File: src/rtl/uart_pkg.sv
// Shared definitions for the 6809-side UART transmit FIFO: drain FSM
// encoding, status/control bit positions and the default FIFO depth.
package uart_pkg;

    typedef enum logic [1:0] {
        IDLE      = 2'd0,
        WAIT_BUSY = 2'd1,
        WAIT_DONE = 2'd2
    } tx_state_t;

    // status register bit positions
    localparam int ST_EMPTY  = 0;
    localparam int ST_FULL   = 1;
    localparam int ST_OVF    = 2;
    localparam int ST_ACTIVE = 3;
    localparam int ST_IRQEN  = 4;

    // control register bit positions
    localparam int CTL_FLUSH = 0;
    localparam int CTL_IRQEN = 1;

    localparam int DEFAULT_DEPTH = 16;

endpackage

File: src/rtl/sync_ff.sv
// Multi-flop synchronizer for a single-bit level crossing into clk.
// Resets to 0 so an in-reset UART reads as not busy.
module sync_ff #(
    parameter int STAGES = 2
) (
    input  logic clk,
    input  logic reset,
    input  logic d,
    output logic q
);

    logic [STAGES-1:0] sr;

    // shift the async level through STAGES flops; MSB is the safe copy
    always_ff @(posedge clk or negedge reset) begin
        if (!reset) sr <= '0;
        else        sr <= (sr << 1) | STAGES'(d);
    end

    assign q = sr[STAGES-1];

endmodule

File: src/rtl/uart_tx_fifo.sv
// Bus-side transmit buffer between 6809 decode and the UART TX path.
// Bytes pushed via the data chip-enable are drained one at a time into the
// UART by a small handshake FSM keyed off the synchronized busy flag.
// Optional FIFO-empty interrupt: define UART_TXFIFO_IRQ_EN.
module uart_tx_fifo
    import uart_pkg::*;
#(
    parameter int DEPTH       = DEFAULT_DEPTH,
    parameter int ADDR_W      = 4,
    parameter int SYNC_STAGES = 2
) (
    input  logic       clk,
    input  logic       reset,
    input  logic       i_RW,
    input  logic       i_fifo_data_ce,
    input  logic       i_fifo_ctrl_ce,
    input  logic [7:0] i_data,
    input  logic       i_uart_busy,
    output logic [7:0] o_uart_data,
    output logic       o_uart_start,
    output logic [7:0] o_status,
    output logic       o_IRQ
);

    logic [7:0]        mem [DEPTH];
    logic [ADDR_W-1:0] wr_ptr, rd_ptr;
    logic [ADDR_W:0]   count;
    logic              ovf;
    logic              irq_en;
    tx_state_t         state, state_next;
    logic              busy_s;
    logic              load;

    // bus strobes and their one-clock-delayed copies for edge detection
    logic wr_data, wr_ctrl, rd_ctrl;
    logic wr_data_q, wr_ctrl_q, rd_ctrl_q;
    logic push_rise, ctrl_rise, rd_fall, flush, push_ok;
    logic empty, full;

    assign wr_data = !i_RW & i_fifo_data_ce;
    assign wr_ctrl = !i_RW & i_fifo_ctrl_ce;
    assign rd_ctrl =  i_RW & i_fifo_ctrl_ce;

    sync_ff #(.STAGES(SYNC_STAGES)) u_busy_sync (
        .clk   (clk),
        .reset (reset),
        .d     (i_uart_busy),
        .q     (busy_s)
    );

    // register strobes so a long bus cycle produces a single action
    always_ff @(posedge clk or negedge reset) begin
        if (!reset) begin
            wr_data_q <= 1'b0;
            wr_ctrl_q <= 1'b0;
            rd_ctrl_q <= 1'b0;
        end else begin
            wr_data_q <= wr_data;
            wr_ctrl_q <= wr_ctrl;
            rd_ctrl_q <= rd_ctrl;
        end
    end

    assign push_rise = wr_data & !wr_data_q;
    assign ctrl_rise = wr_ctrl & !wr_ctrl_q;
    assign rd_fall   = !rd_ctrl & rd_ctrl_q;
    assign flush     = ctrl_rise & i_data[CTL_FLUSH];

    assign empty = (count == '0);
    assign full  = (count == (ADDR_W+1)'(DEPTH));
    // a pop on the same edge frees a slot, so a full FIFO still accepts
    assign push_ok = push_rise & (!full | load) & !flush;

    // storage array, written only on an accepted push
    always_ff @(posedge clk) begin
        if (push_ok) mem[wr_ptr] <= i_data;
    end

    // pointers and occupancy; flush overrides any same-edge push or pop
    always_ff @(posedge clk or negedge reset) begin
        if (!reset) begin
            wr_ptr <= '0;
            rd_ptr <= '0;
            count  <= '0;
        end else if (flush) begin
            wr_ptr <= '0;
            rd_ptr <= '0;
            count  <= '0;
        end else begin
            if (push_ok) wr_ptr <= wr_ptr + ADDR_W'(1);
            if (load)    rd_ptr <= rd_ptr + ADDR_W'(1);
            case ({push_ok, load})
                2'b10:   count <= count + (ADDR_W+1)'(1);
                2'b01:   count <= count - (ADDR_W+1)'(1);
                default: count <= count;
            endcase
        end
    end

    // sticky overflow on a dropped byte; cleared once a status read ends
    always_ff @(posedge clk or negedge reset) begin
        if (!reset)                              ovf <= 1'b0;
        else if (push_rise & full & !load & !flush) ovf <= 1'b1;
        else if (rd_fall)                        ovf <= 1'b0;
    end

    // drain FSM state register
    always_ff @(posedge clk or negedge reset) begin
        if (!reset) state <= IDLE;
        else        state <= state_next;
    end

    // drain FSM: launch head byte, hold start until UART busy, wait it out
    always_comb begin
        state_next   = state;
        load         = 1'b0;
        o_uart_start = 1'b0;
        case (state)
            IDLE: begin
                if (!empty && !flush) begin
                    load       = 1'b1;
                    state_next = WAIT_BUSY;
                end
            end
            WAIT_BUSY: begin
                o_uart_start = 1'b1;
                if (busy_s) state_next = WAIT_DONE;
            end
            WAIT_DONE: begin
                if (!busy_s) state_next = IDLE;
            end
            default: state_next = IDLE;
        endcase
    end

    // byte presented to the UART, held until the engine returns to IDLE
    always_ff @(posedge clk or negedge reset) begin
        if (!reset)    o_uart_data <= 8'h00;
        else if (load) o_uart_data <= mem[rd_ptr];
    end

`ifdef UART_TXFIFO_IRQ_EN
    // interrupt enable loaded from control writes
    always_ff @(posedge clk or negedge reset) begin
        if (!reset)         irq_en <= 1'b0;
        else if (ctrl_rise) irq_en <= i_data[CTL_IRQEN];
    end

    // active-low IRQ once everything queued has been handed to the UART
    always_ff @(posedge clk or negedge reset) begin
        if (!reset) o_IRQ <= 1'b1;
        else        o_IRQ <= !(irq_en & empty & (state == IDLE));
    end
`else
    assign irq_en = 1'b0;
    assign o_IRQ  = 1'b1;
`endif

    // status register, combinational from current state
    always_comb begin
        o_status            = 8'h00;
        o_status[ST_EMPTY]  = empty;
        o_status[ST_FULL]   = full;
        o_status[ST_OVF]    = ovf;
        o_status[ST_ACTIVE] = (state != IDLE);
        o_status[ST_IRQEN]  = irq_en;
    end

endmodule
File: config.mk
export PLATFORM = sky130hd
export DESIGN_NAME = uart_tx_fifo
export DESIGN_NICKNAME = d
export VERILOG_FILES = /design/src/rtl/uart_pkg.sv /design/src/rtl/sync_ff.sv /design/src/rtl/uart_tx_fifo.sv
export SDC_FILE = /design/constraint.sdc
export NUM_CORES = 1
export LEC_CHECK = 0
export CAP_MARGIN = 20
export CORE_MARGIN = 2
export CORE_UTILIZATION = 43
export CTS_BUF_LIST = sky130_fd_sc_hd__clkbuf_16
export CTS_CLUSTER_DIAMETER = 80
export DETAILED_ROUTE_END_ITERATION = 8
export GPL_TIMING_DRIVEN = 1
export HOLD_SLACK_MARGIN = 0.05
export PLACE_DENSITY = 0.61
export SLEW_MARGIN = 20
export SYNTH_ARGS = -nofsm -noshare
export SYNTH_HDL_FRONTEND = slang
export SYNTH_SLANG_ARGS = --single-unit
File: constraint.sdc
create_clock -name clk -period 4.1 [get_ports clk]
set_input_delay 0.82 -clock clk [delete_from_list [all_inputs] [get_ports clk]]
set_output_delay 0.82 -clock clk [all_outputs]
set_load 0.02 [all_outputs]
; Yosys cells after proc, flatten, opt, wreduce, memory -nomap -nowiden
; Memory sizes are Yosys's and may differ from the RTL's. A register that Yosys moved wholly into a read port is not among the register bits.
; Cells that the tools add are included.
[classes]
n_addsub = 4
shifts = 0
reduce_logical = 18
order_cmp = 0
mul = 0
mux = 17
div = 0
bitwise_logic = 14
eq_ne = 8
[op_table]
columns = cell, count
row1 = two-way mux 4 bit, 4
row2 = bitwise AND 1 bit, 12
row3 = one-hot mux 5 bit (2 select lines), 1
row4 = logical NOT 1 bit, 9
row5 = "adder 4 x 1 -> 4 bit, second input constant", 2
row6 = nonzero test 2 bit, 4
row7 = two-way mux 1 bit, 7
row8 = two-way mux 2 bit, 3
row9 = one-hot mux 2 bit (3 select lines), 1
row10 = "adder 5 x 1 -> 5 bit, second input constant", 1
row11 = "== test 5 bit, second input constant", 1
row12 = logical NOT 5 bit, 1
row13 = two-way mux 5 bit, 1
row14 = "subtractor 5 x 1 -> 5 bit, second input constant", 1
row15 = "== test 2 x 1 -> 1 bit, second input constant", 2
row16 = "== test 2 bit, second input constant", 2
row17 = "inequality test 2 bit, second input constant", 2
row18 = AND reduction 3 bit, 1
row19 = nonzero test 3 bit, 1
row20 = logical NOT 2 bit, 1
row21 = "inequality test 2 x 1 -> 1 bit, second input constant", 1
row22 = OR 2 x 1 -> 2 bit, 1
row23 = logical AND 1 bit, 1
row24 = OR 1 bit, 1
[word_totals]
regBits = 21
romBits = 0
in_bits = 14
word_cells = 71
output_inout_bits = 18
ramBits = 128
n_memories = 1
latch_bits = 0
[mem_list]
columns = name, words, word_bits, rd, rd_clocked_by_memory_dff, wr, line_no
row1 = mem, 16, 8, 1, 1, 1, uart_tx_fifo.sv:25  ; logic [7:0] mem [DEPTH];

; Longest topological paths before layout
[logic_depth]
ltp_word = 14
depth_mapped = 10
ltp_nobuf = 9

; Hierarchy
; From an unflattened synthesis, not the netlist that was laid out.
[hier_totals]
hier_cells = 362
hier_area_um2 = 6487.5
[modules_own_cells]
columns = module, cells_each, area_each_um2, seq_area_each_um2, n_inst
row1 = uart_tx_fifo, 360, 6437.4, 4519.3, 1
row2 = sync_ff, 2, 50.0, 50.0, 1

; Worst setup path after synthesis
; No wires, ideal clock.
[synth_path]
path_kind = input-to-reg
start = input port i_RW
end = register count[4]
setup_time_ns = 0.077
cell_stages = 10
path_buffers = 1
slack_ns = 1.121
required_ns = 4.023
arrival_time_ns = 2.902
path_cell_list = or3b_2 clkbuf_1 o2111ai_4 xnor2_1 ha_1 or3_2 a21oi_1 mux2i_1 or3_1 a21oi_1
[synth_via]
elab_chain_len = 14
word_cells_on_any_way = 18
classes_between = 2 x eq/ne / 4 x mux / 8 x bitwise / 4 x reduce/logical
[synth_rtl]
columns = element, line_no
row1 = start: declaration, uart_tx_fifo.sv:14  ; input logic i_RW,
row2 = logical NOT 1 bit (*), "uart_tx_fifo.sv:40, uart_tx_fifo.sv:41"
row3 = bitwise AND 1 bit, uart_tx_fifo.sv:41  ; assign wr_ctrl = !i_RW & i_fifo_ctrl_ce;
row4 = bitwise AND 1 bit, uart_tx_fifo.sv:65  ; assign ctrl_rise = wr_ctrl & !wr_ctrl_q;
row5 = bitwise AND 1 bit, uart_tx_fifo.sv:67  ; assign flush = ctrl_rise & i_data[CTL_FLUSH];
row6 = logical NOT 1 bit, "uart_tx_fifo.sv:72, uart_tx_fifo.sv:120"
row7 = logical AND 1 bit, uart_tx_fifo.sv:120  ; if (!empty && !flush) begin
row8 = two-way mux 1 bit, uart_tx_fifo.sv:120
row9 = two-way mux 1 bit, uart_tx_fifo.sv:118  ; case (state)
row10 = OR 1 bit, uart_tx_fifo.sv:72  ; assign push_ok = push_rise & (!full | load) & !flush;
row11 = bitwise AND 1 bit (2 in series), uart_tx_fifo.sv:72
row12 = == test 2 x 1 -> 1 bit or == test 2 bit (tied branches), uart_tx_fifo.sv:92  ; case ({push_ok, load})
row13 = one-hot mux 5 bit (2 select lines), uart_tx_fifo.sv:92
row14 = two-way mux 5 bit, uart_tx_fifo.sv:85  ; end else if (flush) begin
row15 = end signal: assignment, uart_tx_fifo.sv:93  ; 2'b10: count <= count + (ADDR_W+1)'(1);
row16 = end signal: assignment, uart_tx_fifo.sv:94  ; 2'b01: count <= count - (ADDR_W+1)'(1);
row17 = end signal: assignment, uart_tx_fifo.sv:95  ; default: count <= count;
row18 = end: declaration, uart_tx_fifo.sv:27  ; logic [ADDR_W:0] count;
; Mark *: on every way between the ends. The rest lies on a longest branch, timed or not.
; A chain may end at the register's enable or synchronous reset.

; Final worst setup path
[layout_path]
start = input port i_RW
end = memory mem[3][5], enable pin
[layout_via]
elab_chain_len = 13
word_cells_on_any_way = 15
classes_between = 4 x mux / 8 x bitwise / 3 x reduce/logical
[layout_rtl]
columns = element, line_no
row1 = logical NOT 1 bit (*), "uart_tx_fifo.sv:40, uart_tx_fifo.sv:41"
row2 = bitwise AND 1 bit, uart_tx_fifo.sv:41
row3 = bitwise AND 1 bit, uart_tx_fifo.sv:65
row4 = bitwise AND 1 bit, uart_tx_fifo.sv:67
row5 = logical NOT 1 bit, "uart_tx_fifo.sv:72, uart_tx_fifo.sv:120"
row6 = logical AND 1 bit, uart_tx_fifo.sv:120
row7 = two-way mux 1 bit, uart_tx_fifo.sv:120
row8 = two-way mux 1 bit, uart_tx_fifo.sv:118
row9 = OR 1 bit, uart_tx_fifo.sv:72
row10 = bitwise AND 1 bit, uart_tx_fifo.sv:72
row11 = bitwise AND 1 bit (*), uart_tx_fifo.sv:72
row12 = two-way mux 1 bit (*), uart_tx_fifo.sv:76  ; if (push_ok) mem[wr_ptr] <= i_data;
row13 = two-way mux 1 bit (not written as such) (*), uart_tx_fifo.sv:76
row14 = end: declaration, uart_tx_fifo.sv:25
; Marked as above.

==> impl_summary.txt <==
----------------------------------------------------
[Synthesis]
  Synthesis Warnings ... 0
  Share of the yosys chip area belonging to registers ... 0.709
  FF+latch count, synth ... 157
  Number of enable flip-flop cells after synthesis ... 128
  Fraction of registers with async set/reset ... 0.185
  Post-Syn Area per Cell ... 17.7 µm²
  Top_reg_cell synth ... edfxtp_1
  Number of distinct library cells after synthesis ... 43
  Total standard cell area after synthesis ... 6440 µm²
  Cell count after synthesis ... 365

[Final layout]
  Filler cell count ... 1,168
  Antenna diode count ... 0
  Multi-input gate area in the final layout ... 1700 µm²
  Commonest non-fill, non-tap cells in the layout ... edfxtp_1, mux4_2, nand2_1
  Count of nets after finishing ... 430
  Layout overhead on the synthesized area ... 17.7%
  Proportion of layout cells with a drive suffix above 1 ... 0.237
  Most common library cell in the layout ignoring fill and taps ... edfxtp_1
  Total area of sequential cells ... 4570 µm²

[CTS]
  CTS Root Cell ... clkbuf_16
  Gates resized, CTS repair ... 0
  TritonCTS Sinks ... 157
  Buffer depth of the longest clock path ... 2
  Clock slew seen by the registers of the worst setup and hold paths ... 60 ps
  Skew-Pair Late Insertion Delay ... 420 ps
  Total number of H-tree levels ... 4
  Number of buffers created by CTS ... 17
  TritonCTS clock tree ... done
  Number of buffers inserted by hold repair at cts ... 0
  Number of setup buffers added after CTS ... 0

[Route]
  Antenna violation net count after detailed routing ... 0
  Via count ... 3,226
  Number of iterations in the first detailed-routing pass ... 4
  DRC viols ... 0
  Initial DRC Count ... 250
  Total detailed-routing wirelength ... 12,200 µm
  Routed length per instance ... 20.2 µm
  Avg Vias per Cell ... 5.32

[Setup path]
  WP data arrival ... 3320 ps
  Slack of the worst reg-to-reg path ... 1230 ps
  Category of the worst setup path capture point ... flop
  Reg2Reg Capture Point ... count[4]
  End point of the critical path ... mem[3][5]
  Crit Path Class ... primary input to flop
  Worst setup path start ... i_RW
  Register-to-Register Path Depth ... 9
  Peak fanout along the critical path ... 8
  Startpoint of the worst-slack reg-to-reg timing path ... count[1]
  CP Launch Type ... primary input
  Data required, critical path ... 4180 ps

[Timing]
  Fmax ... 308 MHz
  Slew at the pin closest to its max-slew limit ... 885 ps
  Setup Total Neg Slack ... 0 ps
  Final number of hold-violating endpoints ... 0
  Max-slew violation total from the final report ... 0
  Relative slew slack ... 0.410
  Tcrit/Tclk final ... 0.791
  Total setup violations reported at the end of the flow ... 0
  Unrepaired setup endpoints after global routing ... false
  Minimum clock period after layout ... 3240 ps
  Skew final ... 5.61 ps

[Floorplanning]
  Count of standard-cell rows ... 44
  Top-Level Pins ... 32
  Chip Height ... 126 µm
  Die boundary width ... 126 µm
  CORE AREA ... 14,600 µm²
  Initial core utilization ... 0.442
  Area enclosed by the die boundary ... 16,000 µm²

[Placed design]
  Number of buffer cells added on primary ports ... 26
  Routability Congestion ... 0.841
  Detailed placer's ending HPWL ... 8090 µm

[GRT]
  Maximum number of pins on one net before global-route repair ... 36
  Vias in the first global route ... 3,318
  Total overflow reported by the global router ... 0
  Overall global routing resource usage ... 0.165
  Wire length of the first global-routing pass ... 19,400 µm
  Number of antenna violations at the first check in global routing ... 0

[Pwr]
  Power consumption ... 5.08 mW
  Ratio of total power to cell area ... 669 nW/µm²
  Leakage power figure ... 2.66 nW
  VDD IR-drop max ... 357 µV

[Hold path]
  Hold Crit Depth ... 0
  Hold Path Class ... flop to flop

[Run]
  MaxCap Viol Count ... 0

[Outcome]
  Outcome ... complete, no violations

----------------------------------------------------
cell families (layout without fill, tap and decap cells):
kind of cell               after synthesis  in the layout  synth area share
other                                    2              5           0.00117
xor gates and xnor gates                 9              9            0.0122
DFF                                    157            157             0.709
muxes                                   43             43             0.144
and+or+nand+nor                         87             87            0.0648
buffers and inverters                   39             93            0.0297
AOI/OAI and AO/OA                       21             21            0.0250
adders and majority gates                7              7            0.0136
per-stage QoR:
| step | std cells | worst slack, ps | utilization | hold WS (ps) | instance area (µm²) |
|---|---|---|---|---|---|
| after global placement | 574 | 504 | 0.478 | 343 | 6980 |
| after detailed placement | 574 | 445 | 0.478 | 345 | 6980 |
| after CTS | 606 | 881 | 0.520 | 359 | 7590 |
| after floorplan | 368 | 1120 | - | 331 | 6460 |
| after global routing | 606 | 650 | 0.520 | 366 | 7590 |
| final | 606 | 855 | 0.520 | 354 | 7590 |
layout make-up:
cell class / count / area share
clock buffer: 17 / 0.0561
clock inverter: 15 / 0.0242
inverter: 13 / 0.00643
multi-input combinational: 172 / 0.224
sequential: 157 / 0.603
tap: 184 / 0.0303
timing repair buffer: 48 / 0.0561
cell usage after synthesis (2+ instances only):
cell / n / area, µm²
mux2i_1: 3 / 30.0
or3_1: 2 / 12.5
edfxtp_1: 128 / 3840
o21ai_0: 5 / 25.0
nor4_1: 2 / 12.5
mux4_2: 40 / 901
nor3_1: 8 / 40.0
nor3b_1: 2 / 15.0
nand2_1: 33 / 124
xnor2_1: 3 / 26.3
ha_1: 7 / 87.6
dfrtp_1: 29 / 726
buf_2: 6 / 30.0
nand3_1: 3 / 15.0
nor2b_1: 2 / 12.5
a21oi_1: 5 / 25.0
inv_1: 13 / 48.8
nand4_1: 2 / 12.5
xor2_1: 6 / 52.6
clkbuf_1: 10 / 37.5
nand2b_1: 3 / 18.8
conb_1: 2 / 7.51
buf_4: 8 / 60.1
and2_1: 5 / 31.3
nor2_1: 20 / 75.1
metal layers:
metal  up-vias  GRT usage  share of wire
met5         -          0              0
met4         0     0.0640          0.012
met3        11     0.0384          0.048
met2        71      0.238           0.47
met1      1661      0.246           0.47
li1       1483          -              -
sequential cells by signal, summed over array words and instances, names as in the netlist:
| register | cells |
|---|---|
| count | 5 |
| mem | 128 |
| o_uart_data | 8 |
| ovf | 1 |
| rd_ctrl_q | 1 |
| rd_ptr | 4 |
| state | 2 |
| u_busy_sync.sr | 2 |
| wr_ctrl_q | 1 |
| wr_data_q | 1 |
| wr_ptr | 4 |
power by group:
part / leakage, nW / internal, mW / switching (mW)
logic: 0.855 / 0.709 / 0.634
registers: 1.51 / 1.87 / 0.250
clock network: 0.288 / 0.967 / 0.647
total: 2.66 / 3.55 / 1.53
worst max-delay path: stages:
cell             delay [ps]
clkdlybuf4s50_1         510
or3b_2                  600
a311oi_1                530
nor3b_1                 400
and2_1                  450
how the worst min path moves through the flow:
stage / startpoint / to / slack (ps)
5_1_grt: u_busy_sync.sr[0] / u_busy_sync.sr[1] / 370
3_3_place_gp: u_busy_sync.sr[0] / u_busy_sync.sr[1] / 340
3_5_place_dp: u_busy_sync.sr[0] / u_busy_sync.sr[1] / 340
4_1_cts: u_busy_sync.sr[0] / u_busy_sync.sr[1] / 360
6_report: u_busy_sync.sr[0] / u_busy_sync.sr[1] / 350
2_1_floorplan: u_busy_sync.sr[0] / u_busy_sync.sr[1] / 330
No activity file was read; power rests on OpenSTA's default activity.
